[src/rtl/muldiv_unit.sv]
// rtl/muldiv_unit.sv - RV32M multiply/divide unit, one bit per cycle; define MULDIV_FAST_MUL_EN for single-cycle multiply
module muldiv_unit #(
   parameter int XLEN = 32
) (
   input  logic            clk,
   input  logic            reset,
   input  logic            start,
   input  logic [2:0]      op,
   input  logic [XLEN-1:0] rs1_data,
   input  logic [XLEN-1:0] rs2_data,
   input  logic            flush,
   output logic            busy,
   output logic            done,
   output logic [XLEN-1:0] result
);

   localparam int CW = $clog2(XLEN);

   typedef enum logic [1:0] {S_IDLE, S_CALC, S_DONE} state_t;

   state_t          state, state_nx;
   logic [2:0]      op_q;
   logic [XLEN:0]   hi_q, hi_nx;
   logic [XLEN-1:0] lo_q, lo_nx, b_q;
   logic            neg_q;
   logic [CW-1:0]   cnt_q;
   logic            res_load;
   logic [XLEN-1:0] res_nx;

   // Decode of the request presented at the inputs (only meaningful on acceptance)
   logic            accept, div_zero, div_ovf, sgn1, sgn2, neg1, neg2, neg_acc, fast_mul;
   logic [XLEN-1:0] mag1, mag2, spec_res, fast_res;

   assign accept   = (state == S_IDLE) && start && !flush;
   assign div_zero = op[2] && (rs2_data == '0);
   assign div_ovf  = op[2] && !op[0] && (rs1_data == {1'b1, {(XLEN-1){1'b0}}}) && (rs2_data == '1);
   assign sgn1     = (op == 3'b001) || (op == 3'b010) || (op[2] && !op[0]);
   assign sgn2     = (op == 3'b001) || (op[2] && !op[0]);
   assign neg1     = sgn1 && rs1_data[XLEN-1];
   assign neg2     = sgn2 && rs2_data[XLEN-1];
   assign mag1     = neg1 ? -rs1_data : rs1_data;
   assign mag2     = neg2 ? -rs2_data : rs2_data;
   // Remainder takes the dividend's sign; everything else the xor of operand signs
   assign neg_acc  = (op == 3'b110) ? neg1 : (neg1 ^ neg2);
   // Divide by zero: quotient all ones, remainder is the dividend; overflow: quotient dividend, remainder 0
   assign spec_res = div_zero ? (op[1] ? rs1_data : '1) : (op[1] ? '0 : rs1_data);

`ifdef MULDIV_FAST_MUL_EN
   logic [2*XLEN-1:0] ext1, ext2, fast_prod;
   assign ext1      = {{XLEN{neg1}}, rs1_data};
   assign ext2      = {{XLEN{neg2}}, rs2_data};
   assign fast_prod = ext1 * ext2;
   assign fast_mul  = !op[2];
   assign fast_res  = (op == 3'b000) ? fast_prod[XLEN-1:0] : fast_prod[2*XLEN-1:XLEN];
`else
   assign fast_mul  = 1'b0;
   assign fast_res  = '0;
`endif

   // One iteration: shift-add multiply step or restoring divide step
   logic [XLEN:0] mul_sum, div_shift, div_diff;
   always_comb begin
      mul_sum   = lo_q[0] ? (hi_q + {1'b0, b_q}) : hi_q;
      div_shift = {hi_q[XLEN-1:0], lo_q[XLEN-1]};
      div_diff  = div_shift - {1'b0, b_q};
      if (op_q[2]) begin
         if (!div_diff[XLEN]) begin
            hi_nx = div_diff;
            lo_nx = {lo_q[XLEN-2:0], 1'b1};
         end else begin
            hi_nx = div_shift;
            lo_nx = {lo_q[XLEN-2:0], 1'b0};
         end
      end else begin
         hi_nx = {1'b0, mul_sum[XLEN:1]};
         lo_nx = {mul_sum[0], lo_q[XLEN-1:1]};
      end
   end

   // Sign correction and result selection from the final iteration's values
   logic [2*XLEN-1:0] prod_raw, prod_fix;
   logic [XLEN-1:0]   quo_fix, rem_fix, calc_res;
   always_comb begin
      prod_raw = {hi_nx[XLEN-1:0], lo_nx};
      prod_fix = neg_q ? -prod_raw : prod_raw;
      quo_fix  = neg_q ? -lo_nx : lo_nx;
      rem_fix  = neg_q ? -hi_nx[XLEN-1:0] : hi_nx[XLEN-1:0];
      case (op_q)
         3'b000:          calc_res = prod_fix[XLEN-1:0];
         3'b100, 3'b101:  calc_res = quo_fix;
         3'b110, 3'b111:  calc_res = rem_fix;
         default:         calc_res = prod_fix[2*XLEN-1:XLEN];
      endcase
   end

   // State register
   always_ff @(posedge clk) begin
      if (reset) state <= S_IDLE;
      else       state <= state_nx;
   end

   // Next-state logic and result-load decision; flush beats start and completion
   always_comb begin
      state_nx = state;
      res_load = 1'b0;
      res_nx   = calc_res;
      case (state)
         S_IDLE: begin
            if (accept) begin
               if (div_zero || div_ovf) begin
                  state_nx = S_DONE;
                  res_load = 1'b1;
                  res_nx   = spec_res;
               end else if (fast_mul) begin
                  state_nx = S_DONE;
                  res_load = 1'b1;
                  res_nx   = fast_res;
               end else begin
                  state_nx = S_CALC;
               end
            end
         end
         S_CALC: begin
            if (flush) begin
               state_nx = S_IDLE;
            end else if (cnt_q == CW'(XLEN-1)) begin
               state_nx = S_DONE;
               res_load = 1'b1;
            end
         end
         S_DONE:  state_nx = S_IDLE;
         default: state_nx = S_IDLE;
      endcase
   end

   // Status outputs decoded from state
   always_comb begin
      busy = (state != S_IDLE);
      done = (state == S_DONE);
   end

   // Operand capture on acceptance, iteration in CALC, result load on entry to DONE
   always_ff @(posedge clk) begin
      if (reset) begin
         op_q   <= '0;
         hi_q   <= '0;
         lo_q   <= '0;
         b_q    <= '0;
         neg_q  <= 1'b0;
         cnt_q  <= '0;
         result <= '0;
      end else begin
         if (accept) begin
            op_q  <= op;
            hi_q  <= '0;
            lo_q  <= mag1;
            b_q   <= mag2;
            neg_q <= neg_acc;
            cnt_q <= '0;
         end else if (state == S_CALC) begin
            hi_q  <= hi_nx;
            lo_q  <= lo_nx;
            cnt_q <= cnt_q + CW'(1);
         end
         if (res_load && !reset) result <= res_nx;
      end
   end

endmodule

[config.mk]
export PLATFORM = sky130hd
export DESIGN_NAME = muldiv_unit
export DESIGN_NICKNAME = d
export VERILOG_FILES = /design/src/rtl/muldiv_unit.sv
export SDC_FILE = /design/constraint.sdc
export NUM_CORES = 1
export LEC_CHECK = 0
export CAP_MARGIN = 10
export CORE_MARGIN = 2
export CORE_UTILIZATION = 50
export DETAILED_ROUTE_END_ITERATION = 8
export GPL_TIMING_DRIVEN = 0
export PLACE_DENSITY = 0.76
export SYNTH_ARGS = -nofsm -noshare
export SYNTH_HDL_FRONTEND = slang
export SYNTH_SLANG_ARGS = --single-unit
[constraint.sdc]
create_clock -name clk -period 18.08 [get_ports clk]
set_input_delay 3.616 -clock clk [delete_from_list [all_inputs] [get_ports clk]]
set_output_delay 3.616 -clock clk [all_outputs]
set_load 0.1 [all_outputs]
==> results of run 1 <==
==> power groups by stage <==
stage	Sequential (mW)	Combinational, mW	Clock, mW
after floorplan	0.339	0.302	0
after detailed placement	0.351	0.443	0
after global placement	0.351	0.438	0
after global routing	0.346	0.495	0.373
final	0.346	0.469	0.365
after CTS	0.344	0.446	0.359
==> worst max-delay path by stage <==
stage	startpoint	end
detailed placement	rs1_data[18]	result[26]
global route	lo_q[31]	result[26]
floorplan	rs1_data[18]	result[26]
finish	lo_q[31]	result[24]
CTS	lo_q[31]	result[18]
global placement	rs1_data[19]	result[26]
==> registers in the layout (all words and copies together) (netlist names) <==
register,count
result,32
b_q,32
cnt_q,5
lo_q,32
hi_q,33
state,2
neg_q,1
op_q,3
==> layout by cell type (no fill, tap or decap), types with 52 or more instances in the layout <==
cell type,count
a211oi_1,91
a21oi_1,248
clkbuf_1,120
clkdlybuf4s50_1,102
dfxtp_1,140
ha_1,72
inv_1,67
mux2i_1,52
nand2_1,236
nor2_1,254
nor3_1,59
o21ai_0,135
xnor2_1,97
==> per-stage QoR <==
stage | area (sq um) | setup slack [ns] | utilization [%]
6_report | 17300 | 9.02 | 58.1
2_1_floorplan | 15100 | 11.35 | -
3_5_place_dp | 16700 | 9.17 | 56.1
4_1_cts | 17300 | 9.56 | 58.1
5_1_grt | 17300 | 9.00 | 58.1
3_3_place_gp | 16700 | 9.23 | 56.0
==> worst register-to-register path: cells and delay by family (launching register included) <==
family	cells	cell delay, ns
xor+xnor	1	0.10
compound gates	10	2.35
simple gates	12	3.92
buf+inv	3	0.78
flops	1	0.50
fa+ha+maj	4	1.27
==> routing by layer <==
| layer | GRT usage, % | up-vias | wire (microns) |
|---|---|---|---|
| met3 | 14.5 | 232 | 10000 |
| met5 | 1.76 | - | 70 |
| met1 | 59.4 | 8843 | 28500 |
| met4 | 16.0 | 2 | 2880 |
| li1 | - | 8313 | - |
| met2 | 63.6 | 1328 | 28800 |
==> cell families after synthesis <==
group,count (synthesis),synth area share [%]
AO/OA/AOI/OAI,736,31.8
XOR/XNOR,143,8.27
adder cells (fa/ha/maj),79,6.54
buffers and inverters,214,5.47
flip-flops,140,18.5
multiplexers,60,4.03
AND/OR/NAND/NOR,807,25.4
==> final cells by class <==
cell class | instances | area [sq um] | area share (%)
repair buffers | 104 | 1040 | 6.02
clock inverters | 13 | 129 | 0.747
diodes | 1 | 2.50 | 0.0145
multi-input cells | 1825 | 11500 | 66.7
clock buffers | 19 | 453 | 2.62
flip-flops and latches | 140 | 2800 | 16.2
well taps | 390 | 488 | 2.83
inverters | 68 | 255 | 1.48
plain buffers | 146 | 573 | 3.32
==> run summary, run 1 <==
The share of async-settable or async-resettable flops after synthesis came out at 0%. The run finished with clean final reports. The filler cell count in the final layout came out at around 2900.

Counting flops and latches in the post-synthesis netlist gives 140. The number of nets with antenna violations after routing came out at 0. The highest achievable clock rate is 0.110 GHz. In the finished design, the share of the clock period the worst path needs comes to between 50% and 60%.

Summed over all instances, the cell type with the most area after synthesis is dfxtp_1. The worst hold path begins at result[18]. The routed length per instance is approximately 26 microns. The largest single stage delay on the critical path is ~0.96 ns. The worst clock skew came out at 0.0116 ns. The relative slew slack is approximately 18%.

The number of buffers added on ports is about 100. The number of levels in the clock H-tree is 4. The sum of overflow across all layers after global routing came out at 0. The number of standard cells in the layout, taps in and fillers out came out at about 2700. The critical path is of the register to register type. The cell count of the worst reg-to-reg path is 30. The I/O pin count is around 110. Detailed placement ended at an HPWL of 55.9 mm.

Before antenna repair, the detailed router went through 8 iterations. On the critical path the largest part of the delay comes from simple AND/OR/NAND/NOR gates. By instance count, the leading cell after synthesis is nor2_1. The tightest min-delay check is of the register to register type.

Per report_power, the combinational group accounts for 39.8% of the total. The global-route usage over all layers is 43.7%. In this run the cell area of the synthesized design comes to about 15000 sq um. The final max-slew violation count came out at 0. The number of violations reported at the end of detailed-routing iteration 0 came out at 3076.

The share of Yosys cell area claimed by the top area cell type came out at about 19%. After clock tree synthesis, the setup repair step added 0 buffers. The layout overhead on the synthesized area is 13.9%. The static power due to leakage came out at between 6 and 7 nW. The post-cts gate resize count is 0. The critical path's slowest cell is nor3_1. In this run the core area contains between 60 and 70 standard-cell rows. The floorplan core area came out at around 30000 sq um. The number of cells on the critical path came out at 30. The clock share of power came out at 30.9%. The pin count of the biggest net entering global routing is 17. The first-pass GRT wire length is between 100 and 150 mm.

Each instance of the synthesized netlist takes up on average roughly 7.0 sq um. The cell sitting at the root of the clock tree is a clkbuf_16. The worst setup slack for register-to-register paths is between 9 and 10 ns. The count of cell types in the netlist is 95.

In this run the power density over the cells is approximately 70 nW/um^2. The sequential area share after synthesis came out at between 10% and 20%. The commonest cells after synthesis are 254 x nor2_1, 248 x a21oi_1, 236 x nand2_1, 140 x dfxtp_1, 135 x o21ai_0. The register clock-pin slew on the reported worst setup and hold paths is approximately 0.070 ns. The path with the worst hold slack has its endpoint at result[18].

For the worst-skew pair, the clock arrives at the later sink with an insertion delay of 0.45 ns. The most numerous cell type found on the critical path is nand2b_1. The slew at the pin closest to its max-slew limit is around 1.2 ns.

For this design, the CTS-stage hold fixing added 0 buffers. The routability congestion estimate from global placement is 1.05. The post-route total power came out at approximately 1.2 mW. The die is approximately 180 microns tall. In this run the worst path has a maximum fanout of 10.

After routing, the total negative slack on setup checks comes to 0 ns. The count of endpoints failing hold in the final timing report was 0. The number of max-cap violations is 0. The clock period minus final worst setup slack is a little over 9 ns. The worst register-to-register path ends at result[24]. The total nets after synthesis came out at between 2000 and 2500. The vias per cell came out at 6.92. For this configuration, the core starts out at a cell density of between 50% and 60%.

In this run the critical register-to-register path is launched from lo_q[31]. Setup violations remaining at the end of the flow were counted as 0. The data required time at the worst endpoint is roughly 18 ns. The full die area came out at 31700 sq um.

The clock sink count is between 100 and 150. The arrival time at the worst endpoint came out at roughly 9.4 ns. The relative contribution of sequential cells to total power came out at 29.3%. Setup repair after global routing left no endpoint under its margin.

The post-route netlist has around 4.8% of its cells at a drive strength greater than 1. The hold slack came out at between 0.4 and 0.5 ns. The via count came out at 18700. The type of element capturing the critical path is a register. The synthesized design contains 0 enable-type register cells. The final routed wirelength across all metal layers is roughly 70 mm. The number of buffers and inverters on the critical path is 3. Sorting the synthesized cells by area gives the leading types as dfxtp_1 19%, a21oi_1 8.2%, nor2_1 6.3%, ha_1 5.9%, nand2_1 5.8%. The proportion of total power due to net switching is approximately 42%. The net total in the final layout is 2447. The CTS tree is yes. The worst vdd rail ir drop came out at 70.5 uV. In this run, CTS created clock tree buffers numbering 17. The initial antenna violation count came to 1. The remaining design rule violation count came out at 0.

Including well taps, the total number of placed cells is between 2000 and 3000. The net switching power of the design is between 0.5 and 0.6 mW. The number of cells on the worst hold path is 2.

In this run the horizontal extent of the chip is approximately 180 microns. The Yosys step of the flow raised 0 warnings. The via count of the first global-routing pass is 17000. The internal portion of total power is around 0.68 mW. The type of element launching the critical path is a register. The cell count after synthesis came out at 2179. The most used flip-flop cell after synthesis is dfxtp_1.

The clock passes through at most 2 buffers.
Power figures use the tool's default switching activity.
==> run 2, diff against run 1 <==
==> constraint.sdc (replaced) <==
create_clock -name clk -period 8.9 [get_ports clk]
set_input_delay 1.78 -clock clk [delete_from_list [all_inputs] [get_ports clk]]
set_output_delay 1.78 -clock clk [all_outputs]
set_load 0.1 [all_outputs]
==> run 2 against run 1 <==
Net effect:
- routed wire length shrank 0.12%
- non-clock buffer count did not move
- die area unchanged
- sequential share of layout area is essentially flat
- sequential cell count unchanged
==> run summary, run 2 (synthesis results as in run 1) <==
The number of nets with antenna violations after routing is 0 (unchanged). The clock share of power came out at 30.9% (about the same). The CTS tree is yes (unchanged). The floorplan core area came out at 29700 sq um (unchanged). The filler cell count in the final layout is 2883 (unchanged). The vertical extent of the die is 178 microns (unchanged). The I/O pin count came out at 105 (unchanged).

The worst vdd rail ir drop was 141 uV (was 70.5 uV). The longest individual stage delay on the worst path is 0.67 ns (was 0.96 ns). The slew at the pin closest to its max-slew limit came out at 1.16 ns (was 1.23 ns). The first-pass GRT wire length was 104 mm (unchanged). The clock insertion delay at the later pin of the skew report is 0.45 ns (about the same). The hold buffer count at CTS came out at 0 (unchanged).

The overall die width came to 178 microns (unchanged). The via count came out at 18700 (about the same). The arrival time at the worst endpoint is 8.97 ns (was 9.37 ns). The number of buffers added on ports is 102 (unchanged).

The global-route usage over all layers came out at 43.7% (unchanged). The remaining design rule violation count came to 0 (unchanged). The internal portion of total power was 1.38 mW (was 0.679 mW). The number of max-cap violations is 0 (unchanged). The via count of the first global-routing pass is 17000 (unchanged). The multi-input gate area in the final layout is 11500 sq um (about the same). The hold slack was 0.452 ns (was 0.453 ns).

The setup total negative slack came to 0 ns (unchanged). The number of levels in the clock H-tree came out at 4 (unchanged). The most common cell after layout, fill and taps aside is nor2_1 (unchanged). The count of standard-cell rows came to 63 (unchanged). The detailed-routing wirelength on met1 came out at 28.3 mm (was 28.5 mm).

The full die area is 31700 sq um (unchanged). The number of violations reported at the end of detailed-routing iteration 0 came out at 2935 (was 3076). The routed length per instance came to 25.9 microns (was 26.0 microns). The sum of overflow across all layers after global routing came out at 0 (unchanged). The final setup violation count came out at 0 (unchanged). Unrepaired setup endpoints after global routing: false (unchanged). The number of CTS-inserted buffers came out at 17 (unchanged). The wire length on met2 is 29.0 mm (was 28.8 mm). The vias per cell came out at 6.90 (was 6.92). The initial core utilization came out at 51.0% (unchanged).

The pin count of the biggest net entering global routing is 17 (unchanged). The register clock-pin slew on the reported worst setup and hold paths came out at 0.07 ns (about the same). The data required time at the worst endpoint was 9.20 ns (was 18.39 ns). The flip-flop count of the largest register after layout was 33 (unchanged). The final routed wirelength across all metal layers is 70.2 mm (was 70.3 mm). The final max-slew violation count is 0 (unchanged). The highest achievable clock rate is 0.115 GHz (was 0.110 GHz). The final cell area excluding filler cells was 17300 sq um (about the same).

The type of element capturing the critical path is a register (unchanged). The peak fanout along the critical path came out at 10 (unchanged). The type of element launching the critical path is a register (unchanged). The routed length on met3 is 10.1 mm (was 10.0 mm). The proportion of total power due to net switching came out at 42.4% (was 42.5%). The relative contribution of sequential cells to total power came out at 29.3% (about the same). Commonest cells after routing, fill and taps aside: 254 x nor2_1, 248 x a21oi_1, 236 x nand2_1 (unchanged). The classification of the worst-slack hold path is register to register (unchanged).

The area of placed instances was 16700 sq um (unchanged). The highest routed metal layer is met5 (unchanged). The count of endpoints failing hold in the final timing report came to 0 (unchanged). The count of TritonRoute iterations in the first routing pass is 7 (was 8). The net total in the final layout is 2447 (unchanged). The static power due to leakage is 6.07 nW (about the same). The largest register by flop count is hi_q (unchanged).

The relative slew slack was 20.5% (was 17.8%). The share of final-layout standard cells stronger than drive strength 1 is 4.79% (was 4.75%). The critical path's slowest cell is nor3_1 (unchanged). The initial antenna violation count is 1 (unchanged).

The power density over the cells is 139 nW/um^2 (was 68.4 nW/um^2). The fraction of the cycle the final worst path needs came out at 97.4% (was 50.1%). The routability congestion estimate from global placement is 1.05 (unchanged). The classification of the worst setup path is register to register (unchanged). The HPWL after detailed placement came to 55.9 mm (unchanged). The proportion of power drawn by combinational gates came to 39.8% (about the same).

The clock sink count is 140 (unchanged). The area of all sequential standard cells came out at 2800 sq um (unchanged). The layout overhead on the synthesized area came out at 14.0% (was 13.9%). The clock period minus final worst setup slack is 8.67 ns (was 9.06 ns).

The net switching power of the design came to 1.02 mW (was 0.502 mW). The final standard cell utilization of the core came out at 58.1% (about the same). The worst-case clock buffer depth is 2 (unchanged). The post-CTS setup-driven buffer insertion count is 0 (unchanged). The cell at the root of the clock tree is clkbuf_16 (unchanged). Run status: complete, no violations (unchanged). The worst clock skew is 0.0111 ns (was 0.0116 ns).
[run 2: cell counts in the layout (fill, tap and decap cells not counted)]
No cell type changed its count.
[run 2: what timing repair did]
action	CTS	global route
gates resized for setup	0	1
hold endpoints to repair	0	0
setup endpoints to repair	0	6
[run 2: cell type report]
class	instances	share of cell area, %
multi-input cells	1825	66.7
flip-flops and latches	140	16.2
repair buffers	104	6.02
plain buffers	146	3.32
well taps	390	2.83
clock buffers	19	2.62
inverters	68	1.48
clock inverters	13	0.747
diodes	1	0.0145
[run 2: power by group through the flow]
stage                     Clock, mW  Sequential [mW]  Combinational [mW]
final                         0.740            0.703               0.954
after global routing          0.757            0.704                1.01
after CTS                     0.730            0.699               0.905
after detailed placement          0            0.713               0.899
after global placement            0            0.712               0.891
after floorplan                   0            0.690               0.613
[run 2: worst paths after layout]
path                                  from          to  slack [ns]  cells past startpoint
worst max-delay path              lo_q[31]  result[15]        0.23                     29
worst min-delay path            result[18]  result[18]        0.45                      2
worst max register to register    lo_q[31]  result[15]        0.23                     29
worst min register to register  result[18]  result[18]        0.45                      2
[run 2: critical path, delay by kind of cell (launching register included)]
| kind | cells | cell delay, ns |
|---|---|---|
| simple gates | 12 | 3.71 |
| fa+ha+maj | 3 | 1.00 |
| compound gates | 10 | 2.30 |
| buf+inv | 4 | 1.01 |
| flops | 1 | 0.49 |
[run 2: layer usage]
metal	vias up	global-route usage, %
li1	8306	-
met1	8824	59.4
met2	1327	63.6
met3	199	14.5
met4	2	16.0
met5	-	1.76
[run 2: stage by stage]
step | total power, mW | worst slack [ns] | cells
5_1_grt | 2.47 | 0.155 | 2705
3_5_place_dp | 1.61 | 0.431 | 2673
6_report | 2.40 | 0.235 | 2706
4_1_cts | 2.33 | 0.375 | 2705
2_1_floorplan | 1.30 | 2.97 | 2179
3_3_place_gp | 1.60 | 0.326 | 2671
